`src/rtl/common_pkg.sv`:
```
// common_pkg: shared pipeline control struct, load/store funct3 codes and MEM-stage FSM states.
//   control_t   - control bundle carried from execute through to write-back
//   F3_*        - RV32I load/store funct3 encodings
//   mem_state_t - MEM-stage access FSM states
package common_pkg;
  typedef struct packed {
    logic       reg_write;
    logic [4:0] rd;
    logic       mem_read;
    logic       mem_write;
    logic [2:0] mem_funct3;
  } control_t;
  localparam logic [2:0] F3_LB  = 3'd0;
  localparam logic [2:0] F3_LH  = 3'd1;
  localparam logic [2:0] F3_LW  = 3'd2;
  localparam logic [2:0] F3_LBU = 3'd4;
  localparam logic [2:0] F3_LHU = 3'd5;
  typedef enum logic {MEM_IDLE, MEM_WAIT} mem_state_t;
endpackage

```
`src/rtl/mem_align.sv`:
```
// mem_align: combinational store lane formatting, load lane extraction/extension and misalignment check.
//   mem_read/mem_write/funct3/addr/data - current instruction, used for store formatting and the misalignment check
//   ld_funct3/ld_addr/rdata             - captured load funct3, captured address low bits and returned load data
//   be/wdata                            - store byte enables and lane-replicated store data
//   load                                - extended load result
//   bad                                 - access is misaligned or uses an unsupported funct3
module mem_align
  import common_pkg::*;
(
  input  logic        mem_read,
  input  logic        mem_write,
  input  logic [2:0]  funct3,
  input  logic [1:0]  addr,
  input  logic [31:0] data,
  input  logic [2:0]  ld_funct3,
  input  logic [1:0]  ld_addr,
  input  logic [31:0] rdata,
  output logic [3:0]  be,
  output logic [31:0] wdata,
  output logic [31:0] load,
  output logic        bad
);
  logic       unsup;
  logic [7:0] b;
  logic [15:0] h;
  always_comb begin
    // funct3 3/6/7 are never valid; 4/5 (unsigned) exist only for loads
    unsup = funct3 == 3'd3 || (funct3[2] && (funct3[1] || mem_write));
    bad   = (mem_read || mem_write) &&
            (unsup || (funct3[1:0] == 2'd1 && addr[0]) || (funct3[1:0] == 2'd2 && addr != 2'd0));
    be    = funct3[1:0] == 2'd0 ? 4'b0001 << addr :
            funct3[1:0] == 2'd1 ? (addr[1] ? 4'b1100 : 4'b0011) : 4'b1111;
    wdata = funct3[1:0] == 2'd0 ? {4{data[7:0]}} :
            funct3[1:0] == 2'd1 ? {2{data[15:0]}} : data;
    b     = rdata[{ld_addr, 3'b000} +: 8];
    h     = ld_addr[1] ? rdata[31:16] : rdata[15:0];
    load  = ld_funct3 == F3_LB  ? {{24{b[7]}}, b} :
            ld_funct3 == F3_LBU ? {24'b0, b} :
            ld_funct3 == F3_LH  ? {{16{h[15]}}, h} :
            ld_funct3 == F3_LHU ? {16'b0, h} : rdata;
  end
endmodule

```
`src/rtl/memory_stage.sv`:
```
// memory_stage: RV32I MEM stage; issues one data-memory access at a time over req/ack and registers the write-back result.
//   valid_in/alu_res/mem_data/control - instruction from execute
//   stall                             - hold upstream stages (combinational)
//   dmem_*                            - data-memory request bus
//   wb_valid/wb_data/wb_control       - registered write-back outputs
//   misaligned                        - one-cycle pulse when a bad access is dropped
module memory_stage
  import common_pkg::*;
(
  input  logic        clk,
  input  logic        rst,
  input  logic        valid_in,
  input  logic [31:0] alu_res,
  input  logic [31:0] mem_data,
  input  control_t    control,
  output logic        stall,
  output logic        dmem_req,
  output logic        dmem_we,
  output logic [31:0] dmem_addr,
  output logic [31:0] dmem_wdata,
  output logic [3:0]  dmem_be,
  input  logic [31:0] dmem_rdata,
  input  logic        dmem_ack,
  output logic        wb_valid,
  output logic [31:0] wb_data,
  output control_t    wb_control,
  output logic        misaligned
);
  mem_state_t  state;
  logic [31:0] cap_addr;
  logic [2:0]  cap_f3;
  control_t    cap_ctl;
  logic [3:0]  be;
  logic [31:0] wdata;
  logic [31:0] load;
  logic        bad;
  logic        is_mem;
  mem_align u_align (
    .mem_read  (control.mem_read),
    .mem_write (control.mem_write),
    .funct3    (control.mem_funct3),
    .addr      (alu_res[1:0]),
    .data      (mem_data),
    .ld_funct3 (cap_f3),
    .ld_addr   (cap_addr[1:0]),
    .rdata     (dmem_rdata),
    .be        (be),
    .wdata     (wdata),
    .load      (load),
    .bad       (bad)
  );
  assign is_mem    = valid_in && (control.mem_read || control.mem_write);
  assign stall     = state == MEM_WAIT ? !dmem_ack : is_mem && !bad;
  assign dmem_addr = {cap_addr[31:2], 2'b00};
  always_ff @(posedge clk or posedge rst) begin
    if (rst) begin
      state      <= MEM_IDLE;
      dmem_req   <= 1'b0;
      dmem_we    <= 1'b0;
      dmem_wdata <= '0;
      dmem_be    <= '0;
      cap_addr   <= '0;
      cap_f3     <= '0;
      cap_ctl    <= '0;
      wb_valid   <= 1'b0;
      wb_data    <= '0;
      wb_control <= '0;
      misaligned <= 1'b0;
    end else begin
      misaligned <= 1'b0;
      if (state == MEM_IDLE) begin
        if (is_mem && !bad) begin
          state      <= MEM_WAIT;
          dmem_req   <= 1'b1;
          dmem_we    <= control.mem_write;
          dmem_be    <= control.mem_write ? be : 4'b0000;
          dmem_wdata <= wdata;
          cap_addr   <= alu_res;
          cap_f3     <= control.mem_funct3;
          cap_ctl    <= control;
          wb_valid   <= 1'b0;
        end else begin
          // a memory op reaching here was rejected as misaligned/unsupported
          wb_valid   <= valid_in && !is_mem;
          wb_data    <= alu_res;
          wb_control <= control;
          misaligned <= is_mem;
        end
      end else if (dmem_ack) begin
        state      <= MEM_IDLE;
        dmem_req   <= 1'b0;
        wb_valid   <= 1'b1;
        wb_control <= cap_ctl;
        wb_data    <= dmem_we ? cap_addr : load;
      end else begin
        wb_valid <= 1'b0;
      end
    end
  end
endmodule
```
`config.mk`:
```
export PLATFORM = sky130hd
export DESIGN_NAME = memory_stage
export DESIGN_NICKNAME = d
export VERILOG_FILES = /design/src/rtl/common_pkg.sv /design/src/rtl/mem_align.sv /design/src/rtl/memory_stage.sv
export SDC_FILE = /design/constraint.sdc
export NUM_CORES = 1
export LEC_CHECK = 0
export BUFFER_PORTS_ARGS = -buffer_cell sky130_fd_sc_hd__buf_2
export CORE_MARGIN = 5
export CORE_UTILIZATION = 35
export DETAILED_ROUTE_END_ITERATION = 8
export GPL_ROUTABILITY_DRIVEN = 0
export GPL_TIMING_DRIVEN = 1
export MAX_ROUTING_LAYER = met4
export PLACE_DENSITY = 0.56
export RECOVER_POWER = 100
export SYNTH_ARGS = -nofsm -noshare
export SYNTH_HDL_FRONTEND = slang
export SYNTH_SLANG_ARGS = --single-unit
```
`constraint.sdc`:
```
create_clock -name clk -period 6.71 [get_ports clk]
set_input_delay 0.671 -clock clk [delete_from_list [all_inputs] [get_ports clk]]
set_output_delay 0.671 -clock clk [all_outputs]
set_load 0.005 [all_outputs]
```
# Word-level counts from Yosys, hierarchy flattened

Cells that the tools add are included.

Register bits after elaboration: 126
Output and inout port bits: 116

Reductions and logical operators: 22
Equality and inequality tests: 8
Bitwise gates (word level): 1
Muxes and demuxes: 30
Shift-type cells: 2

Operator list:

| cell                | count |
|---|---|
| $mux 32             | 10 |
| $mux 11             | 3 |
| $shiftx 32x6->8     | 1 |
| $mux 16             | 1 |
| $mux 4              | 4 |
| $mux 1              | 12 |
| $logic_and 1x1->1   | 7 |
| $eq 3x3->1 const B  | 2 |
| $reduce_and 2->1    | 3 |
| $logic_or 1x1->1    | 5 |
| $ne 2x2->1 const B  | 2 |
| $reduce_bool 2->1   | 2 |
| $shl 1x2->4 const A | 1 |
| $eq 3x1->1 const B  | 1 |
| $eq 3x2->1 const B  | 1 |
| $logic_not 1->1     | 3 |
| $logic_not 3->1     | 1 |
| $eq 2x1->1 const B  | 1 |
| $eq 2x2->1 const B  | 1 |
| $logic_not 2->1     | 1 |
| $not 1->1           | 1 |

# Logic depth before layout (Yosys ltp)

Gate-level depths: netlist of the first run.

Word-level depth: 10
Mapped depth: 8

# By module

From an unflattened synthesis of the first run, not the netlist that was laid out.

Cells, all modules: 649
Area total of the unflattened synthesis: 7467.2 µm²

By module, submodules not included:

| module       | area an instance (µm²) | times used | cells an instance |
|---|---|---|---|
| memory_stage | 6113.4                 | 1          | 458 |
| mem_align    | 1353.8                 | 1          | 191 |

# Least setup slack after synthesis of the first run

OpenSTA, ideal clock, no wires.

Path kind: in2out
From: in control[0] in the netlist's numbering
To: out stall
Arrival: 1.891 ns
Stages on the path: 5
Path slack: 4.148 ns
Buffers on the path: 1
Path through: or4_4 a211oi_2 nor2_2 inv_2 buf_2

Word-level cells in the longest chain between the ends: 8

Ends and longest elaborated chain:

| element                                               | line                             | RTL |
|---|---|---|
| from (decl)                                           | memory_stage.sv:15               | `input control_t control,` |
| $eq 3x2->1 or $eq 2x1->1 (tied branches)              | mem_align.sv:28, mem_align.sv:30 |  |
| $logic_or 1x1->1 or $logic_and 1x1->1 (tied branches) | mem_align.sv:28, mem_align.sv:30 |  |
| $logic_or 1x1->1                                      | mem_align.sv:30                  | `(unsup \|\| (funct3[1:0] == 2'd1 && addr[0]) \|\| (funct3[1:0] == 2'd2 && addr != 2'd0));` |
| $logic_or 1x1->1 (*)                                  | mem_align.sv:30                  |  |
| $logic_and 1x1->1 (*)                                 | mem_align.sv:29                  | `bad = (mem_read \|\| mem_write) &&` |
| $logic_not 1->1 (*)                                   | memory_stage.sv:53               | `assign stall = state == MEM_WAIT ? !dmem_ack : is_mem && !bad;` |
| $logic_and 1x1->1 (*)                                 | memory_stage.sv:53               |  |
| $mux 1 (*)                                            | memory_stage.sv:53               |  |
| to (decl)                                             | memory_stage.sv:16               | `output logic stall,` |

Every way passes the cells marked *; elsewhere a longest branch is shown, timed or not.

# Final worst setup path of the first run

From: reg state
To: out stall

Word-level cells in the longest chain between the ends: 1

Ends and longest elaborated chain:

| element                | line               | RTL |
|---|---|---|
| from (decl)            | memory_stage.sv:29 | `mem_state_t state;` |
| from (signal assigned) | memory_stage.sv:57 | `state <= MEM_IDLE;` |
| from (signal assigned) | memory_stage.sv:73 | `state <= MEM_WAIT;` |
| from (signal assigned) | memory_stage.sv:90 | `state <= MEM_IDLE;` |
| $mux 1                 | memory_stage.sv:53 |  |

Every way passes these cells.

==> results.json, run 1 <==
{
  "final_cell_area_um2": 8280,
  "irDropWorstVdd_mv": 0.185,
  "p_leak_nw": 3.84,
  "synth-seq-area-share_pct": 46.4,
  "grt_pass1_vias": 6042,
  "setup_ws_ns": 1.62,
  "tns_ns": 0,
  "drt_iter0_drc": 344,
  "ys_ff_latch": 126,
  "final_cells": 1203,
  "grt_pass1_wl_um": 33900,
  "placed_area_um2": 7840,
  "layout-drive-gt1-share_pct": 21.8,
  "cts.hold.buffers_added": 0,
  "dr_total_vias": 6042,
  "nNetsFinal": 1031,
  "antenna_found_initial": 4,
  "grt_max_degree": 86,
  "slowest_delay_ns": 1.01,
  "ioPinCount": 227,
  "ctsLongestPathBuffers": 2,
  "grt_setup_unrepaired": "false",
  "ys.flop_type": "dfrtp_1",
  "htree_levels": 4,
  "rows": 51,
  "min_period_ns": 5.09,
  "hp-class": "in2reg",
  "routed.top_layer": "met4",
  "criticalPathCategory": "reg2out",
  "maxCapViolations": 3,
  "grt-ovfl-total": 0,
  "max_slew_margin_pct": -42.5,
  "cp_max_fo": 37,
  "fp.dieH_um": 149,
  "initial_core_util_pct": 35.3,
  "status": "finished with violations",
  "crit_path_start_kind": "register",
  "die-area_um2": 22300,
  "endpoint_kind": "output pin",
  "routedWlPerCell_um": 18.0,
  "drtAntennaViolNets": 0,
  "synth-edff-count": 0,
  "routed-wl-met3_um": 1540,
  "finalSetupViolCount": 0,
  "fmax_mhz": 196,
  "critPathSlowestCell": "dfrtp_1",
  "hold_viol_final": 0,
  "cp_cell_sequence": "clkbuf_1, nor2b_2, nor2_1, inv_2, buf_2",
  "grt.total_usage_pct": 19.9,
  "dieWidth_um": 149,
  "syn_inst": 759,
  "async_flop_share_pct": 100,
  "firstDrtPassIters": 5,
  "postCtsSetupBuffers": 0,
  "avgSynthCellArea_um2": 8.96,
  "clk_pin_slew_ns": 0.06,
  "arrival_ns": 4.42,
  "synth_area_um2": 6800,
  "core_area_um2": 19300,
  "drc_errors": 0,
  "dp_cells": 1166,
  "portBuffers": 224,
  "cp.required_ns": 6.04,
  "final_cell_mix": "nand2_1 (172), buf_2 (150), dfrtp_1 (126)",
  "violations": "capacitance limit, slew limit",
  "power_density_nw_per_um2": 322,
  "wl_met1_um": 9950,
  "yosys.cell_types.count": 41,
  "period_share_pct": 75.8,
  "post-route-util_pct": 42.9,
  "worst_slew_pin_slew_ns": 2.13,
  "pre_cts_slack_ns": 3.07,
  "finalWirelength_um": 21600,
  "cts_tree": "done",
  "dpl.hpwl_um": 15400,
  "fin_total_pwr_mw": 2.67,
  "numCtsBuffers": 17,
  "ctsResizeCount": 0,
  "report.final.slew_viol_count": 162,
  "final_common_cell": "nand2_1",
  "viasPerCell": 5.02,
  "clkLatencyLatePin_ns": 0.42,
  "area_growth_syn_to_layout_pct": 21.8,
  "worst_hold_slack_ns": 0.464,
  "clock_skew_ns": 0.00722,
  "dr_wl_met2_um": 9940,
  "clockRootBuffer": "clkbuf_16",
  "cts.sinks": 126,
  "yosys_warnings": 0
}
routing by layer:
metal,track usage (%),up-vias
li1,-,2935
met3,5.47,19
met4,4.07,0
met1,26.8,2869
met5,-,-
met2,30.4,219
kinds of logic (layout without fill, tap and decap cells):
group                  Yosys count  count (layout)  synth area share [%]
AOI/OAI and AO/OA              190             190                  18.1
buffers and inverters          111             284                  8.49
DFF                            126             126                  46.4
muxes                           44              44                  7.86
other                            1               7                0.0552
and+or+nand+nor                287             287                  19.2
synthesized netlist by cell type (2+ instances only):
library cell | n | area, um^2
nor2b_1 | 28 | 175
buf_4 | 39 | 293
inv_1 | 17 | 63.8
buf_2 | 11 | 55.1
a2111o_1 | 7 | 78.8
a21oi_1 | 32 | 160
a31oi_1 | 2 | 12.5
nor2_1 | 37 | 139
and3b_1 | 8 | 70.1
o22ai_1 | 7 | 43.8
nor3_1 | 15 | 75.1
a311oi_1 | 9 | 78.8
nand2b_1 | 3 | 18.8
mux4_2 | 7 | 158
nor3b_1 | 16 | 120
buf_1 | 7 | 26.3
nand3b_1 | 2 | 15.0
a2bb2oi_1 | 7 | 61.3
o21ai_0 | 94 | 470
mux2i_1 | 35 | 350
nand2_1 | 172 | 646
clkbuf_1 | 36 | 135
a221o_1 | 25 | 250
dfrtp_1 | 126 | 3150
layout make-up:
cell class	instances	area (um^2)
timing repair buffer	234	1090
sequential	126	3150
clock inverter	15	129
tap	265	332
antenna	5	12.5
fill	2009	11000
multi-input combinational	523	3070
clock buffer	17	425
inverter	18	68.8
critical path: cells and delay by family, from the launching register on:
kind	cells	cell delay [ns]
simple gates	2	1.16
flops	1	1.01
buf+inv	3	1.80
sequential cells by signal (all words and copies together), names as in the netlist:
name,count
cap_addr,32
cap_ctl,11
dmem_be,4
dmem_req,1
dmem_wdata,32
misaligned,1
state,1
wb_control,11
wb_data,32
wb_valid,1
path summary, 6_finish.rpt:
path	start	endpoint	slack (ns)	depth (start not counted)
max in group asynchronous	rst	wb_data[2]	3.15	3
min reg2reg	dmem_wdata[4]	dmem_wdata[4]	0.47	2
min in group asynchronous	rst	cap_ctl[5]	0.81	2
max reg2reg	state	wb_data[28]	2.08	7
min	alu_res[14]	cap_addr[14]	0.46	3
max	state	stall	1.62	5
power by group:
part	switching (mW)	internal, mW
clock	0.390	0.485
sequential	0.127	0.936
combinational	0.422	0.305
total	0.940	1.73
(Power assumes the default switching activity.)
==> inputs of run 2 (changes only) <==
--- a/config.mk
+++ b/config.mk
@@ -5,6 +5,7 @@
 export SDC_FILE = /design/constraint.sdc
 export NUM_CORES = 1
 export LEC_CHECK = 0
+export ABC_AREA = 1
 export BUFFER_PORTS_ARGS = -buffer_cell sky130_fd_sc_hd__buf_2
 export CORE_MARGIN = 5
 export CORE_UTILIZATION = 35
@@ -12,7 +13,7 @@
 export GPL_ROUTABILITY_DRIVEN = 0
 export GPL_TIMING_DRIVEN = 1
 export MAX_ROUTING_LAYER = met4
-export PLACE_DENSITY = 0.56
+export PLACE_DENSITY = 0.58
 export RECOVER_POWER = 100
 export SYNTH_ARGS = -nofsm -noshare
 export SYNTH_HDL_FRONTEND = slang
==> constraint.sdc (replaced) <==
create_clock -name clk -period 4.1 [get_ports clk]
set_input_delay 0.41 -clock clk [delete_from_list [all_inputs] [get_ports clk]]
set_output_delay 0.41 -clock clk [all_outputs]
set_load 0.005 [all_outputs]
==> run 2 against run 1 <==
Effect of this change:
- the run still ends with capacitance limit, slew limit left
- synthesized cell count increased by 31%
- worst hold slack worse by 0.24 ns
- first-iteration DRC count rose by 20%
- non-clock buffer count is 5 lower
- synthesized area rose by 3.7%
- clock skew up 0.0017 ns
- power grew 74%
- sequential share of layout area fell by 1.0 points
- count of clock-buffer cells in the layout grew 3
- die area rose by 3.5%
- clock power up 76%
==> results.json, run 2 <==
{
  "routedWlPerCell_um": 16.4,
  "netlist_top_cells_area": "dfrtp_1 (45%), nand2_1 (15%), nor2_1 (9.3%)",
  "report.final.slew_viol_count": 149,
  "irDropWorstVdd_mv": 0.289,
  "grt_pass1_wl_um": 37000,
  "cp_cell_sequence": "clkbuf_1, inv_2, nand2_1, nand2_1, nand3_4, nand2_4, buf_2",
  "yosys_warnings": 0,
  "dpl.hpwl_um": 16600,
  "rows": 52,
  "cts.hold.buffers_added": 0,
  "hold_viol_final": 0,
  "cp_max_fo": 41,
  "finalSetupViolCount": 0,
  "core_area_um2": 20000,
  "final_cell_area_um2": 8500,
  "netlist.area_leader.share_pct": 44.7,
  "fp.dieH_um": 152,
  "crit_path_start_kind": "input pin",
  "clockRootBuffer": "clkbuf_16",
  "cts.sinks": 126,
  "clkLatencyLatePin_ns": 0.41,
  "comb_power_share_pct": 28.4,
  "gr-max-usage-layer": "met2",
  "worst_path_most_repeated_cell": "nand2_1",
  "antenna_found_initial": 1,
  "layout-drive-gt1-share_pct": 17.1,
  "grtUsageMet2_pct": 31.5,
  "power_density_nw_per_um2": 547,
  "async_flop_share_pct": 100,
  "clkPwrFrac_pct": 33.1,
  "dr_total_vias": 6854,
  "numCtsBuffers": 17,
  "hp-class": "in2reg",
  "slowest_delay_ns": 0.97,
  "maxCapViolations": 2,
  "min_period_ns": 3.15,
  "area_growth_syn_to_layout_pct": 20.5,
  "final_cell_mix": "nand2_1 (283), nor2_1 (175), buf_2 (151)",
  "final_common_cell": "nand2_1",
  "period_share_pct": 76.9,
  "drc_errors": 0,
  "drt_iter0_drc": 414,
  "grt-ovfl-total": 0,
  "met1_usage_pct": 27.1,
  "finalWirelength_um": 23500,
  "clock_skew_ns": 0.00895,
  "ys_ff_latch": 126,
  "grt_max_degree": 107,
  "yosysMostFrequentCell": "nand2_1",
  "p_switching_mw": 1.66,
  "setup_ws_ns": 0.947,
  "yosysTopAreaCell": "dfrtp_1",
  "synth-edff-count": 0,
  "portBuffers": 224,
  "arrival_ns": 2.74,
  "synth_area_um2": 7050,
  "path_buf_inv": 3,
  "multi_input_area_um2": 3050,
  "criticalPathCategory": "in2out",
  "critPathSlowestCell": "clkbuf_1",
  "grt_pass1_vias": 6615,
  "avgSynthCellArea_um2": 7.12,
  "initial_core_util_pct": 35.2,
  "ys.flop_type": "dfrtp_1",
  "worst_slew_pin_slew_ns": 2.36,
  "synth-seq-area-share_pct": 44.7,
  "swShare_pct": 35.7,
  "r2r_slack_ns": 1.31,
  "grt.total_usage_pct": 20.4,
  "firstDrtPassIters": 6,
  "nNetsFinal": 1262,
  "endpoint_kind": "output pin",
  "dieWidth_um": 152,
  "drtAntennaViolNets": 0,
  "cp.required_ns": 3.69,
  "status": "finished with violations",
  "pre_cts_slack_ns": 1.27,
  "ctsLongestPathBuffers": 2,
  "placed_area_um2": 8000,
  "yosys.cell_types.count": 30,
  "p_leak_nw": 4.38,
  "fmax_mhz": 317,
  "met3_usage_pct": 5.94,
  "pwr-share-seq_pct": 38.5,
  "tns_ns": 0,
  "die-area_um2": 23100,
  "clk_pin_slew_ns": 0.06,
  "ioPinCount": 227,
  "fillCellCount": 2218,
  "synth_common_cells": "nand2_1 (283), nor2_1 (175), dfrtp_1 (126)",
  "syn_inst": 991,
  "viasPerCell": 4.78,
  "ctsResizeCount": 0,
  "regArea_um2": 3150,
  "max_slew_margin_pct": -57.3,
  "crit_family": "buffers and inverters",
  "htree_levels": 4,
  "postCtsSetupBuffers": 0,
  "grt_setup_unrepaired": "false",
  "internal_power_mw": 2.99,
  "top_regs": "cap_addr (32), dmem_wdata (32), wb_data (32)",
  "violations": "capacitance limit, slew limit",
  "cts_tree": "done"
}
[run 2: cell type report]
cell class,instances,share of cell area [%]
flip-flops and latches,126,37.1
multi-input cells,700,35.9
diodes,1,0.0294
clock inverters,12,1.59
clock buffers,20,5.49
repair buffers,229,12.5
inverters,77,3.47
well taps,270,3.97
[run 2: cell families (layout without fill, tap and decap cells)]
logic type             Yosys count  count (layout)  share of synthesized area (%)
AO/OA/AOI/OAI                  135             135                           10.8
AND/OR/NAND/NOR                563             563                           32.2
buffers and inverters          166             338                           12.2
flip-flops                     126             126                           44.7
other                            1               3                         0.0532
[run 2: stage by stage]
stage	total power, mW	cells	utilization [%]	hold WS, ns
after CTS	4.76	1434	42.9	0.200
final	4.65	1435	42.4	0.219
after detailed placement	3.20	1402	39.9	0.460
after floorplan	2.70	992	-	0.454
after global placement	3.19	1402	39.9	0.461
after global routing	4.96	1435	42.4	0.209
[run 2: worst register-to-register path: cells and delay by family, from the launching register on]
kind | cells | cell delay [ns]
AND/OR/NAND/NOR | 4 | 1.41
buffers and inverters | 1 | 0.33
flip-flops | 1 | 0.85
AO/OA/AOI/OAI | 1 | 0.13
[run 2: worst paths after layout]
path                            depth (start not counted)         from       endpoint
max in group asynchronous                               3          rst  dmem_wdata[6]
worst min-delay path                                    3   alu_res[3]    cap_addr[3]
worst max-delay path                                    7   control[1]          stall
worst max register to register                          6  cap_addr[0]    wb_data[28]
worst min register to register                          2     dmem_req       dmem_req
min in group asynchronous                               2          rst     cap_ctl[9]
[run 2: routing by layer]
metal	part of all wire [%]	routed length (um)
met5	0	0
met4	0.70	165
met3	8.8	2060
met2	46	10800
met1	44	10400
[run 2: power groups by stage]
stage | Clock (mW) | Combinational [mW] | Sequential (mW)
after floorplan | 0 | 0.957 | 1.74
after global placement | 0 | 1.38 | 1.81
after detailed placement | 0 | 1.39 | 1.80
after CTS | 1.57 | 1.40 | 1.79
after global routing | 1.62 | 1.51 | 1.83
final | 1.54 | 1.32 | 1.79
